<file path="src/rtl/boot_copier.sv">
// Boot image copier: moves WORD_COUNT words flash->RAM one at a time via request/done handshakes; optional BOOT_CHECKSUM_EN sum check.
// Latency: 1 cycle RD entry + flash latency + 1 cycle + RAM latency per word (4 cycles minimum with single-cycle controllers).
// Backpressure: requests are levels held until the matching done pulse; a silent controller trips the wait timeout into ERR.
module boot_copier #(
    parameter int          FLASH_ADDR_W   = 22,
    parameter int          RAM_ADDR_W     = 18,
    parameter int          DATA_W         = 16,
    parameter int unsigned FLASH_BASE     = 0,
    parameter int unsigned RAM_BASE       = 0,
    parameter int          WORD_COUNT     = 538,
    parameter int          TIMEOUT_CYCLES = 4096,
    parameter int          AUTO_START     = 1,
    parameter int unsigned EXPECTED_SUM   = 0
) (
    input  logic                    clk,
    input  logic                    rst,
    input  logic                    start,
    input  logic                    flash_work_done,
    input  logic [DATA_W-1:0]       flash_data,
    input  logic                    ram_work_done,
    output logic                    flash_need_to_work,
    output logic [FLASH_ADDR_W:1]   flash_addr_out,
    output logic                    ram_need_to_work,
    output logic [RAM_ADDR_W-1:0]   ram_addr_out,
    output logic [DATA_W-1:0]       data_out,
    output logic                    boot_done_out,
    output logic                    boot_err_out,
    output logic                    busy_out
`ifdef BOOT_CHECKSUM_EN
    ,
    output logic [DATA_W-1:0]       checksum_out
`endif
);

    localparam int IDX_W  = (WORD_COUNT < 1) ? 1 : $clog2(WORD_COUNT + 1);
    localparam int WAIT_W = (TIMEOUT_CYCLES < 2) ? 1 : $clog2(TIMEOUT_CYCLES);
    localparam logic [IDX_W-1:0]  LAST_IDX  = (WORD_COUNT < 1) ? '0 : IDX_W'(WORD_COUNT - 1);
    localparam logic [WAIT_W-1:0] WAIT_LAST = (TIMEOUT_CYCLES < 1) ? '0 : WAIT_W'(TIMEOUT_CYCLES - 1);
    localparam bit TIMEOUT_EN = (TIMEOUT_CYCLES != 0);
    localparam bit EMPTY      = (WORD_COUNT == 0);
    localparam bit AUTO       = (AUTO_START != 0);

    typedef enum logic [2:0] {S_IDLE, S_RD, S_WR, S_DONE, S_ERR} state_t;

    state_t              state, state_nxt;
    logic [IDX_W-1:0]    idx;
    logic [WAIT_W-1:0]   wait_cnt;
    logic [DATA_W-1:0]   data_q;
    logic                idx_clr, idx_inc, data_ld, timed_out, sum_ok;

    // A done pulse on the timeout cycle is checked first, so it wins.
    assign timed_out = TIMEOUT_EN && (wait_cnt == WAIT_LAST);

    always_comb begin
        state_nxt          = state;
        idx_clr            = 1'b0;
        idx_inc            = 1'b0;
        data_ld            = 1'b0;
        flash_need_to_work = 1'b0;
        ram_need_to_work   = 1'b0;
        boot_done_out      = 1'b0;
        boot_err_out       = 1'b0;
        busy_out           = 1'b0;
        case (state)
            S_IDLE: begin
                if (AUTO || start) begin
                    idx_clr   = 1'b1;
                    state_nxt = EMPTY ? S_DONE : S_RD;
                end
            end
            S_RD: begin
                flash_need_to_work = 1'b1;
                busy_out           = 1'b1;
                if (flash_work_done) begin
                    data_ld   = 1'b1;
                    state_nxt = S_WR;
                end else if (timed_out) begin
                    state_nxt = S_ERR;
                end
            end
            S_WR: begin
                ram_need_to_work = 1'b1;
                busy_out         = 1'b1;
                if (ram_work_done) begin
                    if (idx == LAST_IDX) begin
                        state_nxt = sum_ok ? S_DONE : S_ERR;
                    end else begin
                        idx_inc   = 1'b1;
                        state_nxt = S_RD;
                    end
                end else if (timed_out) begin
                    state_nxt = S_ERR;
                end
            end
            S_DONE: begin
                boot_done_out = 1'b1;
                if (start) begin
                    idx_clr   = 1'b1;
                    state_nxt = EMPTY ? S_DONE : S_RD;
                end
            end
            S_ERR: begin
                boot_err_out = 1'b1;
                if (start) begin
                    idx_clr   = 1'b1;
                    state_nxt = EMPTY ? S_DONE : S_RD;
                end
            end
            default: state_nxt = S_IDLE;
        endcase
    end

    always_ff @(posedge clk or posedge rst) begin
        if (rst) begin
            state <= S_IDLE;
        end else begin
            state <= state_nxt;
        end
    end

    always_ff @(posedge clk or posedge rst) begin
        if (rst) begin
            idx <= '0;
        end else if (idx_clr) begin
            idx <= '0;
        end else if (idx_inc) begin
            idx <= idx + 1'b1;
        end
    end

    always_ff @(posedge clk or posedge rst) begin
        if (rst) begin
            data_q <= '0;
        end else if (data_ld) begin
            data_q <= flash_data;
        end
    end

    // Every state change restarts the wait window.
    always_ff @(posedge clk or posedge rst) begin
        if (rst) begin
            wait_cnt <= '0;
        end else if (state_nxt != state) begin
            wait_cnt <= '0;
        end else if (busy_out) begin
            wait_cnt <= wait_cnt + 1'b1;
        end
    end

`ifdef BOOT_CHECKSUM_EN
    logic [DATA_W-1:0] sum;

    always_ff @(posedge clk or posedge rst) begin
        if (rst) begin
            sum <= '0;
        end else if (idx_clr) begin
            sum <= '0;
        end else if (data_ld) begin
            sum <= sum + flash_data;
        end
    end

    assign sum_ok       = (sum == DATA_W'(EXPECTED_SUM));
    assign checksum_out = sum;
`else
    logic unused_expected_sum;

    assign sum_ok              = 1'b1;
    assign unused_expected_sum = ^DATA_W'(EXPECTED_SUM);
`endif

    assign flash_addr_out = FLASH_ADDR_W'(FLASH_BASE) + FLASH_ADDR_W'(idx);
    assign ram_addr_out   = RAM_ADDR_W'(RAM_BASE) + RAM_ADDR_W'(idx);
    assign data_out       = data_q;

endmodule

</file>
<file path="config.mk">
export PLATFORM = sky130hd
export DESIGN_NAME = boot_copier
export DESIGN_NICKNAME = d
export VERILOG_FILES = /design/src/rtl/boot_copier.sv
export SDC_FILE = /design/constraint.sdc
export NUM_CORES = 1
export LEC_CHECK = 0
export CAP_MARGIN = 0
export CORE_MARGIN = 3
export CORE_UTILIZATION = 47
export DETAILED_ROUTE_END_ITERATION = 12
export HOLD_SLACK_MARGIN = 0.12
export PLACE_DENSITY = 0.92
export SETUP_SLACK_MARGIN = 0.1
export SYNTH_ARGS = -nofsm -noshare
export SYNTH_HDL_FRONTEND = slang
export SYNTH_SLANG_ARGS = --single-unit
</file>
<file path="constraint.sdc">
create_clock -name clk -period 4.6 [get_ports clk]
set_input_delay 0.46 -clock clk [delete_from_list [all_inputs] [get_ports clk]]
set_output_delay 0.46 -clock clk [all_outputs]
set_load 0.02 [all_outputs]
</file>
==> flow_summary.ini, run 1 <==
[outcome]
status = finished, final reports clean

[global_routing]
grt_usage_pct = 17.5
grt_antenna_before_repair = 0
grt_pass1_wl_mm = 7.38
grt_pass1_vias = 1650
grt_max_degree = 42
overflow = 0

[cts]
clk_path_buf_depth = 2
htreeDepth = 2
cts-root-buf = clkbuf_8
postCtsSetupRepairBufs = 0
cts_resized = 0
hold_buffers = 0
cts_tree = built
clock-sinks = 41
clkTransAtPathRegs_ps = 80
clock_latency_ps = 290
cts_made_buffers = 5

[sta]
fmax_mhz = 392
slew_violations = 0
clock_skew_ps = 2.17
rsz0062_at_grt = no
min_period_ps = 2550
maxSlewHeadroom_pct = 35.4
setup_violations = 0
worstMarginPinSlew_ps = 969
fin_crit_sh_pct = 55.5
finalSetupTns_ps = 0
hold_violations = 0

[critical_path]
r2r-end = wait_cnt[3]$_DFFE_PP0P_
ff2ff_setup_slack_ps = 2410
rr_worst_depth = 6
r2r-start = wait_cnt[0]$_DFFE_PP0P_
cp-end-kind = primary output
worstSetupPathType = flip-flop to primary output
worstPathRequired_ps = 4140
arrival_ps = 2090
start_kind = flip-flop
cp_cell_sequence = xnor2_2 -> nor2_1 -> clkdlybuf4s50_1
slowest_stage = clkdlybuf4s50_1
worstPathMaxFanout = 15
slowest_delay_ps = 670

[place]
place_hpwl_mm = 3.34
gp_congestion = 0.852
placed_area_um2 = 2750
port_buffers = 61

[synth]
synth_top_cell_by_area = dfrtp_1
postSynth.asyncResetShare_pct = 100
yosys_warnings = 0
syn_inst = 216
synth_seq_cells = 41
synth_edf_count = 0
synth_top_area_share_pct = 45.8
synth_common_cells = dfrtp_1, buf_4, nor2_1
yosysMostFrequentCell = dfrtp_1
syn_area_um2 = 2240
synth_area_leaders = dfrtp_1, buf_4, mux2_2, xor2_1, nor2_1
synth-main-ff-cell = dfrtp_1
ys_types = 36
ys_seq_area_share_pct = 45.8
syn_area_per_cell_um2 = 10.4

[floorplan]
ios = 82
rows = 24
die_h_um = 75.0
die_w_um = 75.0
placeableCoreArea_um2 = 4470
initial_core_util_pct = 50.0
die_area_um2 = 5630

[detailed_routing]
wl_met2_mm = 2.29
routed.top_layer = met4
drt_iter0_drc = 119
postRouteWirelength_mm = 4.52
drtPass1Iterations = 4
dr_wl_met3_um = 386
vias = 1672
viasPerCell = 5.18
wl_met1_mm = 1.79
drcViolationCount = 0
ant_nets = 0
wl_per_cell_um = 14.0

[pwr]
seq_power_share_pct = 36.6
power.share.clock_pct = 15.5
power.switching_uw = 559
power_frac_comb_pct = 47.8
swShare_pct = 38.6
leakage_uw = 0.00122
irDropWorstVdd_v = 0.000303
internal_power_uw = 891
p_per_area_nw_per_um2 = 513

[run]
cap_violations = 0

[finish]
final_layout_size_suffix_gt1_share_pct = 11.8
diodes = 0
synthToLayoutAreaGrowth_pct = 26.4
design_area_um2 = 2830
nNetsFinal = 294

[hold_path]
whs_endpoint = data_out[13]$_DFFE_PP0P_
min_path_cells = 1
hold_path.class = flip-flop to flip-flop
hold_path.startpoint = data_out[13]$_DFFE_PP0P_
-- critical path, delay by kind of cell, from the launching register on --
family | cells | cell delay [ps]
AND/OR/NAND/NOR | 1 | 320
buffers and inverters | 1 | 670
flip-flops | 1 | 620
XOR/XNOR | 1 | 190
-- through the flow --
stage / util, % / setup WS [ps] / total power, µW / cells / hold slack, ps
floorplan: - / 2880 / 970 / 235 / 498
global placement: 61.4 / 2210 / 1220 / 315 / 489
detailed placement: 61.4 / 2100 / 1230 / 315 / 499
CTS: 63.2 / 2050 / 1470 / 323 / 512
global route: 63.2 / 1920 / 1550 / 323 / 521
finish: 63.2 / 2050 / 1450 / 323 / 508
-- final cells by class --
cell class                 count  area (µm²)
clock buffer                   6        72.6
clock inverter                 2        10.0
fill                         349        1650
inverter                       6        22.5
multi-input combinational    153        1010
sequential                    41        1030
tap                           52        65.1
timing repair buffer          63         626
-- power groups by stage --
stage                     logic (µW)  registers, µW  clock network [µW]
after detailed placement         695            539                   0
after floorplan                  360            610                   0
final                            694            531                 225
after global placement           687            533                   0
after global routing             751            547                 249
after CTS                        702            532                 232
-- how the worst max path moves through the flow --
| stage | startpoint | slack [ps] | end |
|---|---|---|---|
| final | state[1]$_DFF_PP0_ | 2050 | busy_out |
| after global routing | state[1]$_DFF_PP0_ | 1920 | busy_out |
| after CTS | state[1]$_DFF_PP0_ | 2050 | busy_out |
| after detailed placement | ram_work_done | 2100 | wait_cnt[2]$_DFFE_PP0P_ |
| after global placement | ram_work_done | 2210 | wait_cnt[4]$_DFFE_PP0P_ |
| after floorplan | idx[0]$_DFFE_PP0P_ | 2880 | wait_cnt[0]$_DFFE_PP0P_ |
-- routing by layer --
layer | global-route usage, % | up-vias
met4 | 6.92 | 0
met2 | 28.6 | 72
met3 | 6.54 | 4
met5 | 0 | -
li1 | - | 794
met1 | 20.9 | 802
-- kinds of logic after synthesis --
logic type / after synthesis / synth area share, %
xor gates and xnor gates: 18 / 7.38
other: 1 / 0.168
DFF: 41 / 45.8
adders and majority gates: 3 / 1.68
buffers and inverters: 41 / 12.4
AOI/OAI and AO/OA: 21 / 5.87
and+or+nand+nor: 75 / 18.7
muxes: 16 / 8.05
-- registers in the layout (all words and copies together), names as in the netlist --
| signal | flops |
|---|---|
| idx | 10 |
| data_out | 16 |
| state | 3 |
| wait_cnt | 12 |
-- placed cells by master (no fill, tap or decap), types with 2 or more instances in the layout --
cell type | synthesis | final
a21oi_1 | 7 | 7
and3_1 | 5 | 5
and4_1 | 3 | 3
buf_4 | 32 | 2
clkbuf_8 | 0 | 5
clkdlybuf4s50_1 | 0 | 61
clkinv_2 | 0 | 2
conb_1 | 1 | 20
dfrtp_1 | 41 | 41
ha_1 | 3 | 3
inv_1 | 6 | 6
mux2_2 | 16 | 16
nand2_1 | 15 | 15
nand2b_1 | 4 | 4
nand3_1 | 9 | 9
nand4_1 | 5 | 5
nor2_1 | 22 | 22
o21ai_0 | 8 | 8
or2_2 | 2 | 2
or3_1 | 2 | 2
xnor2_1 | 3 | 3
xor2_1 | 14 | 14
Note: power is estimated with default switching activity, not from simulation.
==> run 2: changes to the inputs <==
--- a/config.mk
+++ b/config.mk
@@ -7,10 +7,10 @@
 export LEC_CHECK = 0
 export CAP_MARGIN = 0
 export CORE_MARGIN = 3
-export CORE_UTILIZATION = 47
+export CORE_UTILIZATION = 45
 export DETAILED_ROUTE_END_ITERATION = 12
 export HOLD_SLACK_MARGIN = 0.12
-export PLACE_DENSITY = 0.92
+export PLACE_DENSITY = 0.89
 export SETUP_SLACK_MARGIN = 0.1
 export SYNTH_ARGS = -nofsm -noshare
 export SYNTH_HDL_FRONTEND = slang
==> constraint.sdc (replaced) <==
create_clock -name clk -period 2.35 [get_ports clk]
set_input_delay 0.235 -clock clk [delete_from_list [all_inputs] [get_ports clk]]
set_output_delay 0.235 -clock clk [all_outputs]
set_load 0.02 [all_outputs]
==> flow_summary.ini, run 2 (same netlist as run 1, synthesis figures left out) <==
[outcome]
status = finished, final reports clean

[place]
placed_area_um2 = 2770
place_ws_ps = 173
dp_cells = 331
port_buffers = 61
place_hpwl_mm = 3.38
gp_congestion = 0.837

[sta]
min_period_ps = 2130
rsz0062_at_grt = no
hold_violations = 0
slew_violations = 0
clock_skew_ps = 7.81
fin_crit_sh_pct = 90.9
finalSetupTns_ps = 0
setup_slack_ps = 215
fmax_mhz = 468
maxSlewHeadroom_pct = 40.8
worstMarginPinSlew_ps = 889
setup_violations = 0

[floorplan]
die_w_um = 76.5
placeableCoreArea_um2 = 4750
die_h_um = 76.5
ios = 82
die_area_um2 = 5860
initial_core_util_pct = 47.1
rows = 25

[pwr]
power_frac_comb_pct = 47.7
p_per_area_nw_per_um2 = 995
internal_power_uw = 1750
leakage_uw = 0.00124
irDropWorstVdd_v = 0.000654
power.share.clock_pct = 15.8
seq_power_share_pct = 36.5
swShare_pct = 38.6
power.switching_uw = 1100

[finish]
final_layout_size_suffix_gt1_share_pct = 13.2
design_area_um2 = 2870
mostFrequentLayoutCell = clkdlybuf4s50_1
synthToLayoutAreaGrowth_pct = 28.1
layout_common_cells = clkdlybuf4s50_1, dfrtp_1, nor2_1, conb_1, mux2_2
largest_reg_flops = 16
diodes = 0
nNetsFinal = 295
fin_cells = 339

[detailed_routing]
vias = 1667
wl_per_cell_um = 13.3
postRouteWirelength_mm = 4.51
ant_nets = 0
drtPass1Iterations = 4
drt_iter0_drc = 176
drcViolationCount = 0
viasPerCell = 4.92

[run]
cap_violations = 0

[cts]
hold_buffers = 0
cts_made_buffers = 5
clkTransAtPathRegs_ps = 80
clock_latency_ps = 290
htreeDepth = 2
cts_tree = built
clock-sinks = 41
cts-root-buf = clkbuf_8
clk_path_buf_depth = 2

[critical_path]
cp-end-kind = primary output
worstPathRequired_ps = 2120
ff2ff_setup_slack_ps = 230
worstSetupPathType = flip-flop to primary output
worstPathMaxFanout = 15
start_kind = flip-flop
arrival_ps = 1900

[global_routing]
grt_pass1_vias = 1645
overflow = 0
grt_max_degree = 42
grt_usage_pct = 16.4
grt_antenna_before_repair = 0
grt_pass1_wl_mm = 7.67

[hold_path]
hold_path.class = input pin to async pin
## run 2: cell types whose count changed in the layout (fill, tap and decap cells not counted), sizes merged
| cell | delta |
|---|---|
| buf | +1 |
| clkdlybuf4s50 | -1 |
| clkinv | -2 |
| clkinvlp | +2 |
| dlymetal6s2s | +1 |
## run 2: worst max-delay path, cell delays in order, from the launching register on
cell and delay, ps:
dfrtp_2 510, xnor2_2 230, nor2_2 220, clkdlybuf4s50_1 640
## run 2: final timing paths
kind,startpoint,to,cells after the start
setup / recovery,state[1]$_DFF_PP0_,busy_out,3
hold / removal,rst,idx[9]$_DFFE_PP0P_,3
setup reg to reg,wait_cnt[0]$_DFFE_PP0P_,wait_cnt[11]$_DFFE_PP0P_,6
hold reg to reg,data_out[10]$_DFFE_PP0P_,data_out[10]$_DFFE_PP0P_,1
max in group asynchronous,rst,state[0]$_DFF_PP0_,3
min in group clk,data_out[10]$_DFFE_PP0P_,data_out[10]$_DFFE_PP0P_,1
## run 2: what timing repair did
item | CTS | global route
setup endpoints to repair | 1 | 2
hold endpoints to repair | 0 | 0
setup buffers | 0 | 0
gates resized for setup | 2 | 2
## run 2: layout make-up
class	instances	area (µm²)
tap	67	83.8
clock buffer	6	72.6
inverter	6	22.5
multi-input combinational	153	1010
sequential	41	1030
timing repair buffer	64	636
clock inverter	2	15.0
fill	414	1890
## run 2: power by group through the flow
stage	logic, µW	registers, µW	clock network, µW
final	1360	1040	450
after global routing	1480	1080	494
after CTS	1380	1040	462
after detailed placement	1360	1050	0
after global placement	1340	1040	0
after floorplan	705	1190	0
## run 2: layer usage
metal  share of wire (%)  GRT usage, %  vias up
met3                 7.6          5.32        8
li1                    -             -      798
met1                  41          19.2      798
met4                 1.8          7.07        0
met2                  50          27.3       63
met5                   0             0        -
## run 2: through the flow
step	utilization (%)	hold WS (ps)	power (µW)
floorplan	-	335	1900
global placement	58.3	489	2380
detailed placement	58.3	497	2420
CTS	60.2	380	2880
global route	60.3	404	3050
finish	60.3	356	2850
